<file path="src/rtl/game_pkg.sv">
// Shared types for the keyboard front end of the game-logic block:
// operation codes, scancode constants and the make-code lookup.
package game_pkg;

    typedef enum logic [2:0] {
        OP_W     = 3'b000,
        OP_A     = 3'b001,
        OP_S     = 3'b010,
        OP_D     = 3'b011,
        OP_SPACE = 3'b100,
        OP_Z     = 3'b101,
        OP_NONE  = 3'b110
    } op_t;

    typedef enum logic [1:0] {
        SC_IDLE,
        SC_BRK,
        SC_EXT,
        SC_EXT_BRK
    } sc_state_t;

    typedef enum logic [1:0] {
        H_IDLE,
        H_READY,
        H_WAIT_LOW
    } hs_state_t;

    typedef struct packed {
        logic hit;
        op_t  op;
    } key_map_t;

    localparam logic [7:0] MAKE_W     = 8'h1D;
    localparam logic [7:0] MAKE_A     = 8'h1C;
    localparam logic [7:0] MAKE_S     = 8'h1B;
    localparam logic [7:0] MAKE_D     = 8'h23;
    localparam logic [7:0] MAKE_SPACE = 8'h29;
    localparam logic [7:0] MAKE_Z     = 8'h1A;
    localparam logic [7:0] ARROW_UP   = 8'h75;
    localparam logic [7:0] ARROW_LT   = 8'h6B;
    localparam logic [7:0] ARROW_DN   = 8'h72;
    localparam logic [7:0] ARROW_RT   = 8'h74;
    localparam logic [7:0] BREAK      = 8'hF0;
    localparam logic [7:0] EXT        = 8'hE0;

    function automatic key_map_t map_plain(input logic [7:0] code);
        key_map_t m;
        m = '{hit: 1'b1, op: OP_NONE};
        case (code)
            MAKE_W:     m.op = OP_W;
            MAKE_A:     m.op = OP_A;
            MAKE_S:     m.op = OP_S;
            MAKE_D:     m.op = OP_D;
            MAKE_SPACE: m.op = OP_SPACE;
            MAKE_Z:     m.op = OP_Z;
            default:    m.hit = 1'b0;
        endcase
        return m;
    endfunction

    function automatic key_map_t map_ext(input logic [7:0] code);
        key_map_t m;
        m = '{hit: 1'b1, op: OP_NONE};
        case (code)
            ARROW_UP: m.op = OP_W;
            ARROW_LT: m.op = OP_A;
            ARROW_DN: m.op = OP_S;
            ARROW_RT: m.op = OP_D;
            default:  m.hit = 1'b0;
        endcase
        return m;
    endfunction

endpackage

</file>
<file path="src/rtl/ps2_receiver.sv">
// PS/2 byte receiver: pin synchronisers, falling-edge detect,
// 11-bit frame capture with start/stop/odd-parity check and timeout.
module ps2_receiver #(
    parameter int TIMEOUT_CYCLES = 100000,
    parameter int LOG2_TIMEOUT   = 17
) (
    input  logic       clock,
    input  logic       reset,
    input  logic       ps2_clock,
    input  logic       ps2_data,
    output logic       byte_valid,
    output logic [7:0] byte_data
);
    localparam logic [LOG2_TIMEOUT-1:0] T_MAX = LOG2_TIMEOUT'(TIMEOUT_CYCLES);
    localparam logic [LOG2_TIMEOUT-1:0] T_ONE = LOG2_TIMEOUT'(1);

    logic [1:0]              clk_sync;
    logic [1:0]              dat_sync;
    logic                    clk_prev;
    logic [3:0]              bit_cnt;
    logic [9:0]              shift;
    logic [LOG2_TIMEOUT-1:0] tcnt;
    logic                    fall;
    logic [10:0]             full;
    logic                    frame_ok;

    assign fall     = clk_prev & ~clk_sync[1];
    assign full     = {dat_sync[1], shift};
    assign frame_ok = ~full[0] & full[10] & (^full[9:1]);

    // Synchronisers reset to the idle-high line level so no edge is seen.
    always_ff @(posedge clock or posedge reset) begin
        if (reset) begin
            clk_sync   <= 2'b11;
            dat_sync   <= 2'b11;
            clk_prev   <= 1'b1;
            bit_cnt    <= 4'd0;
            shift      <= 10'd0;
            tcnt       <= '0;
            byte_valid <= 1'b0;
            byte_data  <= 8'h00;
        end else begin
            clk_sync   <= {clk_sync[0], ps2_clock};
            dat_sync   <= {dat_sync[0], ps2_data};
            clk_prev   <= clk_sync[1];
            byte_valid <= 1'b0;
            if (fall) begin
                tcnt <= '0;
                if (bit_cnt == 4'd10) begin
                    bit_cnt <= 4'd0;
                    if (frame_ok) begin
                        byte_valid <= 1'b1;
                        byte_data  <= full[8:1];
                    end
                end else if (!(bit_cnt == 4'd0 && dat_sync[1])) begin
                    shift   <= {dat_sync[1], shift[9:1]};
                    bit_cnt <= bit_cnt + 4'd1;
                end
            end else if (bit_cnt != 4'd0) begin
                if (tcnt == T_MAX) begin
                    tcnt    <= '0;
                    bit_cnt <= 4'd0;
                end else begin
                    tcnt <= tcnt + T_ONE;
                end
            end
        end
    end

endmodule

</file>
<file path="src/rtl/ps2_key_decoder.sv">
// Decodes PS/2 make codes into game operations and hands them to the
// game logic one at a time over a ready/read_fin 4-phase handshake.
module ps2_key_decoder
    import game_pkg::*;
#(
    parameter int TIMEOUT_CYCLES = 100000,
    parameter int LOG2_TIMEOUT   = 17
) (
    input  logic       clock,
    input  logic       reset,
    input  logic       ps2_clock,
    input  logic       ps2_data,
    input  logic       keyboard_read_fin,
    output logic       keyboard_ready,
    output logic [2:0] keyboard_data,
    output logic [7:0] scancode_o_test
);
    logic       byte_valid;
    logic [7:0] byte_data;
    sc_state_t  sc_state;
    sc_state_t  sc_next;
    hs_state_t  hs_state;
    key_map_t   plain_hit;
    key_map_t   ext_hit;
    logic       emit;
    op_t        emit_op;

    ps2_receiver #(
        .TIMEOUT_CYCLES(TIMEOUT_CYCLES),
        .LOG2_TIMEOUT  (LOG2_TIMEOUT)
    ) u_rx (
        .clock     (clock),
        .reset     (reset),
        .ps2_clock (ps2_clock),
        .ps2_data  (ps2_data),
        .byte_valid(byte_valid),
        .byte_data (byte_data)
    );

    assign plain_hit = map_plain(byte_data);
    assign ext_hit   = map_ext(byte_data);

    always_comb begin
        sc_next = sc_state;
        emit    = 1'b0;
        emit_op = OP_NONE;
        if (byte_valid) begin
            case (sc_state)
                SC_IDLE: begin
                    sc_next = SC_IDLE;
                    if (byte_data == BREAK) begin
                        sc_next = SC_BRK;
                    end else if (byte_data == EXT) begin
                        sc_next = SC_EXT;
                    end else if (plain_hit.hit) begin
                        emit    = 1'b1;
                        emit_op = plain_hit.op;
                    end
                end
                SC_EXT: begin
                    sc_next = SC_IDLE;
                    if (byte_data == BREAK) begin
                        sc_next = SC_EXT_BRK;
                    end else if (ext_hit.hit) begin
                        emit    = 1'b1;
                        emit_op = ext_hit.op;
                    end
                end
                default: sc_next = SC_IDLE;
            endcase
        end
    end

    always_ff @(posedge clock or posedge reset) begin
        if (reset) begin
            sc_state        <= SC_IDLE;
            scancode_o_test <= 8'h00;
        end else begin
            sc_state <= sc_next;
            if (byte_valid) scancode_o_test <= byte_data;
        end
    end

    // Emits arriving while an operation is outstanding are dropped.
    always_ff @(posedge clock or posedge reset) begin
        if (reset) begin
            hs_state       <= H_IDLE;
            keyboard_ready <= 1'b0;
            keyboard_data  <= OP_NONE;
        end else begin
            case (hs_state)
                H_IDLE: begin
                    if (emit) begin
                        keyboard_data  <= emit_op;
                        keyboard_ready <= 1'b1;
                        hs_state       <= H_READY;
                    end
                end
                H_READY: begin
                    if (keyboard_read_fin) begin
                        keyboard_ready <= 1'b0;
                        hs_state       <= H_WAIT_LOW;
                    end
                end
                H_WAIT_LOW: begin
                    if (!keyboard_read_fin) begin
                        if (emit) begin
                            keyboard_data  <= emit_op;
                            keyboard_ready <= 1'b1;
                            hs_state       <= H_READY;
                        end else begin
                            hs_state <= H_IDLE;
                        end
                    end
                end
                default: hs_state <= H_IDLE;
            endcase
        end
    end

endmodule
</file>
<file path="config.mk">
export PLATFORM = sky130hd
export DESIGN_NAME = ps2_key_decoder
export DESIGN_NICKNAME = d
export VERILOG_FILES = /design/src/rtl/game_pkg.sv /design/src/rtl/ps2_receiver.sv /design/src/rtl/ps2_key_decoder.sv
export SDC_FILE = /design/constraint.sdc
export NUM_CORES = 1
export LEC_CHECK = 0
export BUFFER_PORTS_ARGS = -buffer_cell sky130_fd_sc_hd__clkbuf_2
export CAP_MARGIN = 30
export CORE_AREA = 2 2 75 77
export DETAILED_ROUTE_END_ITERATION = 8
export DIE_AREA = 0 0 77 79
export PLACE_DENSITY = 0.76
export SLEW_MARGIN = 10
export SYNTH_ARGS = -nofsm -noshare
export SYNTH_HDL_FRONTEND = slang
export SYNTH_SLANG_ARGS = --single-unit
</file>
<file path="constraint.sdc">
create_clock -name clock -period 4.2 [get_ports clock]
set_input_delay 0.42 -clock clock [delete_from_list [all_inputs] [get_ports clock]]
set_output_delay 0.42 -clock clock [all_outputs]
set_load 0.1 [all_outputs]
</file>
=== Yosys cells after proc, flatten, opt, wreduce, memory -nomap -nowiden ===
Index checks and enable logic that the tools add are counted.

* Bits in registers: 61
* Bits of input ports: 5
* Output and inout bits: 12
* Logic and storage cells: 106

* $add $sub $neg: 2
* Equal/unequal tests: 21
* Mux-type cells: 45
* Bitwise logic cells: 7
* Reduce and logical (&&, ||, !) cells: 18

{| class="wikitable"
|+ Operators with widths
! kind !! number
|-
| $mux 17 || 3
|-
| $eq 8x5->1 const B || 4
|-
| $eq 8x7->1 const B || 4
|-
| $mux 3 || 8
|-
| $mux 4 || 5
|-
| $pmux 3 s6 || 1
|-
| $add 17x1->17 const B || 1
|-
| $eq 17x17->1 const B || 1
|-
| $eq 8x6->1 const B || 2
|-
| $eq 8x8->1 const B || 2
|-
| $mux 1 || 15
|-
| $reduce_and 3->1 || 5
|-
| $mux 2 || 6
|-
| $pmux 3 s2 || 2
|-
| $pmux 3 s4 || 1
|-
| $reduce_xor 9->1 || 1
|-
| $ne 2x2->1 const B || 3
|-
| $pmux 2 s3 || 1
|-
| $reduce_bool 2->1 || 3
|-
| $reduce_or 6->1 || 1
|-
| $add 4x1->4 const B || 1
|-
| $eq 2x2->1 const B || 2
|-
| $eq 4x4->1 const B || 1
|-
| $logic_not 2->1 || 2
|-
| other kinds (13) || 18
|}

=== Longest topological paths before layout ===
* Word-level depth: 11
* Gate-level depth with buffers: 8
* Depth with buffers taken out: 7

=== Cells and area by module ===
Synthesis repeated with hierarchy kept, for this count alone.

* Cells, all modules: 292
* Area total of the unflattened synthesis: 3194.3 µm²

{| class="wikitable"
|+ By module, submodules not included
! module !! instances !! cells each !! area each (µm²)
|-
| ps2_receiver || 1 || 196 || 2227.1
|-
| ps2_key_decoder || 1 || 96 || 967.2
|}

=== Worst setup path after synthesis ===
No wires, ideal clock.

* Path type: reg2reg
* Start: reg u_rx.shift[2]
* End: reg u_rx.byte_data[0]
* Arrival time: 1795 ps
* Required time: 4075 ps
* Path slack: 2281 ps
* Cell stages (with the launch flop): 6
* Period minus slack after synthesis: 1919 ps
* Cells stage by stage: dfrtp_1 -> xor2_1 -> xnor3_1 -> xnor2_1 -> nor3_4 -> mux2_2

* Cells in the longest elaborated chain, start to end: 3

{| class="wikitable"
|+ RTL lines
! element !! RTL line !! RTL
|-
| start, declared || ps2_receiver.sv:21 || <nowiki>logic [9:0] shift;</nowiki>
|-
| start signal, assigned || ps2_receiver.sv:56 || <nowiki>shift <= {dat_sync[1], shift[9:1]};</nowiki>
|-
| $reduce_xor 9->1 || ps2_receiver.sv:29 || <nowiki>assign frame_ok = ~full[0] & full[10] & (^full[9:1]);</nowiki>
|-
| $and 1x1->1 || ps2_receiver.sv:29 ||
|-
| $reduce_and 3->1 (no line) || n/a ||
|-
| end signal, assigned || ps2_receiver.sv:53 || <nowiki>byte_data <= full[8:1];</nowiki>
|-
| end, declared || ps2_receiver.sv:12 || <nowiki>output logic [7:0] byte_data</nowiki>
|}

Every way passes these cells.
A chain may end at the register's enable or synchronous reset.

=== Worst setup path in the final report ===
* Start: reg u_rx.bit_cnt[0]
* End: reg u_rx.tcnt[12]

* Cells in the longest elaborated chain, start to end: 2

{| class="wikitable"
|+ RTL lines
! element !! RTL line !! RTL
|-
| start, declared || ps2_receiver.sv:20 || <nowiki>logic [3:0] bit_cnt;</nowiki>
|-
| start signal, assigned || ps2_receiver.sv:57 || <nowiki>bit_cnt <= bit_cnt + 4'd1;</nowiki>
|-
| $reduce_bool 4->1 || ps2_receiver.sv:59 || <nowiki>end else if (bit_cnt != 4'd0) begin</nowiki>
|-
| $reduce_bool 2->1 (no line) || n/a ||
|-
| end signal, assigned || ps2_receiver.sv:64 || <nowiki>tcnt <= tcnt + T_ONE;</nowiki>
|-
| end, declared || ps2_receiver.sv:22 || <nowiki>logic [LOG2_TIMEOUT-1:0] tcnt;</nowiki>
|}

Every way passes these cells.

==> summary.md <==
| Metric | Value |
|---|---|
| Status | `finished, final reports clean` |
| Post-Syn Area | `3045 µm²` |
| First-pass DRT Iterations | `4` |
| Final TNS setup | `0 ps` |
| Combinational share of power | `0.196` |
| Row count | `27` |
| # diodes | `0` |
| Clock Skews | `10.90 ps` |
| DR iter-0 viols | `102` |
| DR vias/cell | `5.807` |
| Final hold viol count | `0` |
| Final Cell Area | `3396 µm²` |
| IO buf count | `16` |
| Count leader, synth | `dfrtp_1` |
| Crit Path Class | `flop to flop` |
| Area after DPL | `3164 µm²` |
| Post-CTS sizing | `0` |
| CTS root buf | `clkbuf_8` |
| Full die area | `6083 µm²` |
| Area contributors post-synth | `dfrtp_1, mux2_2, dfstp_2` |
| Critical Path Sink Type | `flop` |
| Post-CTS Setup Repair Bufs | `0` |
| Crit path time final | `2311 ps` |
| DRT met1 WL | `2.572 mm` |
| Routed wire per std cell | `15.00 µm` |
| Routed vias | `2131` |
| RSZ-0062 raised after global routing | `no` |
| GRT Residual Overflow | `0` |
| Die X | `77 µm` |
| Relative slew slack | `0.4082` |
| Syn Inst Count | `271` |
| Met3 wire length | `191 µm` |
| Design internal power | `0.001149 W` |
| Post-CTS Hold Fix Bufs | `0` |
| Post-synth top cells | `dfrtp_1, mux2_2, nor2_1` |
| Lkg Pwr | `1.553 nW` |
| CP required | `4410 ps` |
| Clk buf depth | `2` |
| Worst EP arrival | `2520 ps` |
| Cts bufs inserted | `9` |
| Post-Route WL | `5.504 mm` |
| Pin count of the biggest net entering global routing | `62` |
| Hold_ws | `165.7 ps` |
| Number of synthesized register bits | `61` |
| Core ar. | `5338 µm²` |
| Top sig layer | `met4` |
| Worst Path Max Fanout | `6` |
| Slew @ Worst Pin | `882.3 ps` |
| VDD IR max | `250.3 µV` |
| Final setup viols | `0` |
| Worst hold path class | `primary input to flop` |
| Fill cells | `444` |
| Ys Warns | `0` |
| Post-synthesis sequential area ratio | `0.5041` |
| GP Congestion | `0.8763` |
| Syn_nets | `281` |
| Synthesis-to-finish area growth | `11.50%` |
| Clock Sinks | `61` |
| Primary FF master, synth | `dfrtp_1` |
| ANT nets after route | `0` |
| Yosys top cell area share | `0.4437` |
| CTS tree | `yes` |
| Total track usage | `0.2003` |
| PD cells | `474.6 nW/µm²` |
| Worst-path clk slew | `60 ps` |
| Switch share | `0.2873` |
| IO Pins | `17` |
| Initial Util | `0.5706` |
| CP Launch Type | `flop` |
| Final period util | `0.5502` |
| Tot Pwr | `0.001612 W` |
| Vias in the first global route | `2041` |
| # Max-Cap Violations | `0` |
| Met2 WL | `2.601 mm` |
| Clock Power Share | `0.354` |
| # DRC | `0` |
| Slew Viols, Final | `0` |
| First-pass GRT wire length | `9.501 mm` |
| Cell taking the most area after synthesis | `dfrtp_1` |
| Hpwl dp | `3.755 mm` |
| DIE HEIGHT | `79 µm` |
| Synth cell types | `52` |
| Final nets | `300` |
| NetSw | `0.0004631 W` |
| Post-route insts no fill | `367` |
| EDFF count, synth | `0` |
| Fmax | `432.8 MHz` |
| Ratio of cells with drive above 1 in the final layout | `0.2542` |
| Share of power burned in registers | `0.450` |
| Worst-Skew Late Latency | `340 ps` |
| Syn Area/Cell | `11.24 µm²` |
| H-Tree Depth | `3` |
| DP Cell Count | `350` |
| Initial antenna violation count | `0` |
| Post-synth ARST share | `1.000` |
## registers in the layout, indices dropped and copies added (netlist names)
name / count
hs_state: 2
keyboard_data: 3
keyboard_ready: 1
sc_state: 2
scancode_o_test: 8
u_rx.bit_cnt: 4
u_rx.byte_data: 8
u_rx.byte_valid: 1
u_rx.clk_prev: 1
u_rx.clk_sync: 2
u_rx.dat_sync: 2
u_rx.shift: 10
u_rx.tcnt: 17
## critical path, cell delays in order, from the launching register on
cell	delay, ps
dfrtp_1	410
inv_1	140
ha_1	180
nor3b_1	650
a211oi_1	380
nand3_1	200
xor2_1	190
nor2_1	60
## per-stage QoR
| step | utilization | setup WS, ps |
|---|---|---|
| 4_1_cts | 0.6348 | 1653 |
| 2_1_floorplan | - | 2279 |
| 6_report | 0.6362 | 1889 |
| 3_3_place_gp | 0.5928 | 1754 |
| 3_5_place_dp | 0.5928 | 1677 |
| 5_1_grt | 0.6362 | 1722 |
## power groups by stage
stage	Sequential [W]	Clock, W	Combinational, W
after floorplan	0.000711	0	0.000273
after global placement	0.000731	0	0.000308
after detailed placement	0.000734	0	0.000322
after CTS	0.000724	0.000585	0.000321
after global routing	0.000735	0.000612	0.000354
final	0.000725	0.000570	0.000316
## path summary, 6_finish.rpt
path                                     to        startpoint  slack, ps  depth (start not counted)
setup / recovery              u_rx.tcnt[12]   u_rx.bit_cnt[0]       1890                          7
hold reg to reg            u_rx.dat_sync[1]  u_rx.dat_sync[0]        360                          0
setup reg to reg              u_rx.tcnt[12]   u_rx.bit_cnt[0]       1890                          7
hold / removal             u_rx.dat_sync[0]          ps2_data        170                          1
max in group asynchronous     u_rx.shift[8]             reset       3440                          3
min in group asynchronous    keyboard_ready             reset        270                          3
## per-layer routing
| layer | GRT usage | vias up |
|---|---|---|
| met1 | 0.2631 | 1059 |
| met3 | 0.03977 | 12 |
| met4 | 0.1214 | 0 |
| met5 | 0 | - |
| met2 | 0.3096 | 50 |
| li1 | - | 1010 |
## placed cells by master, fill, tap and decap left out, types with 7 or more instances in the layout
cell type,count
nand2_1,16
nand3_1,11
nor2_1,18
o21ai_0,17
inv_1,12
clkbuf_8,9
a21oi_1,8
dfrtp_1,54
xor2_1,10
dfstp_2,7
clkbuf_2,16
xnor2_1,7
mux2_2,26
## logic make-up after synthesis
family,synth area share
AO/OA/AOI/OAI,0.09820
XOR/XNOR,0.05628
adder cells (fa/ha/maj),0.02054
buffers and inverters,0.03533
flip-flops,0.5041
multiplexers,0.1163
AND/OR/NAND/NOR,0.1693
## cell type report
type	instances	area, µm²	share of cell area
clock buffers	9	123.9	0.03648
clock inverters	7	100.1	0.02948
inverters	13	48.80	0.01437
multi-input cells	187	1403	0.4130
flip-flops and latches	61	1535	0.4521
well taps	72	90.09	0.02653
repair buffers	18	95.09	0.02800
(Power assumes the default switching activity.)
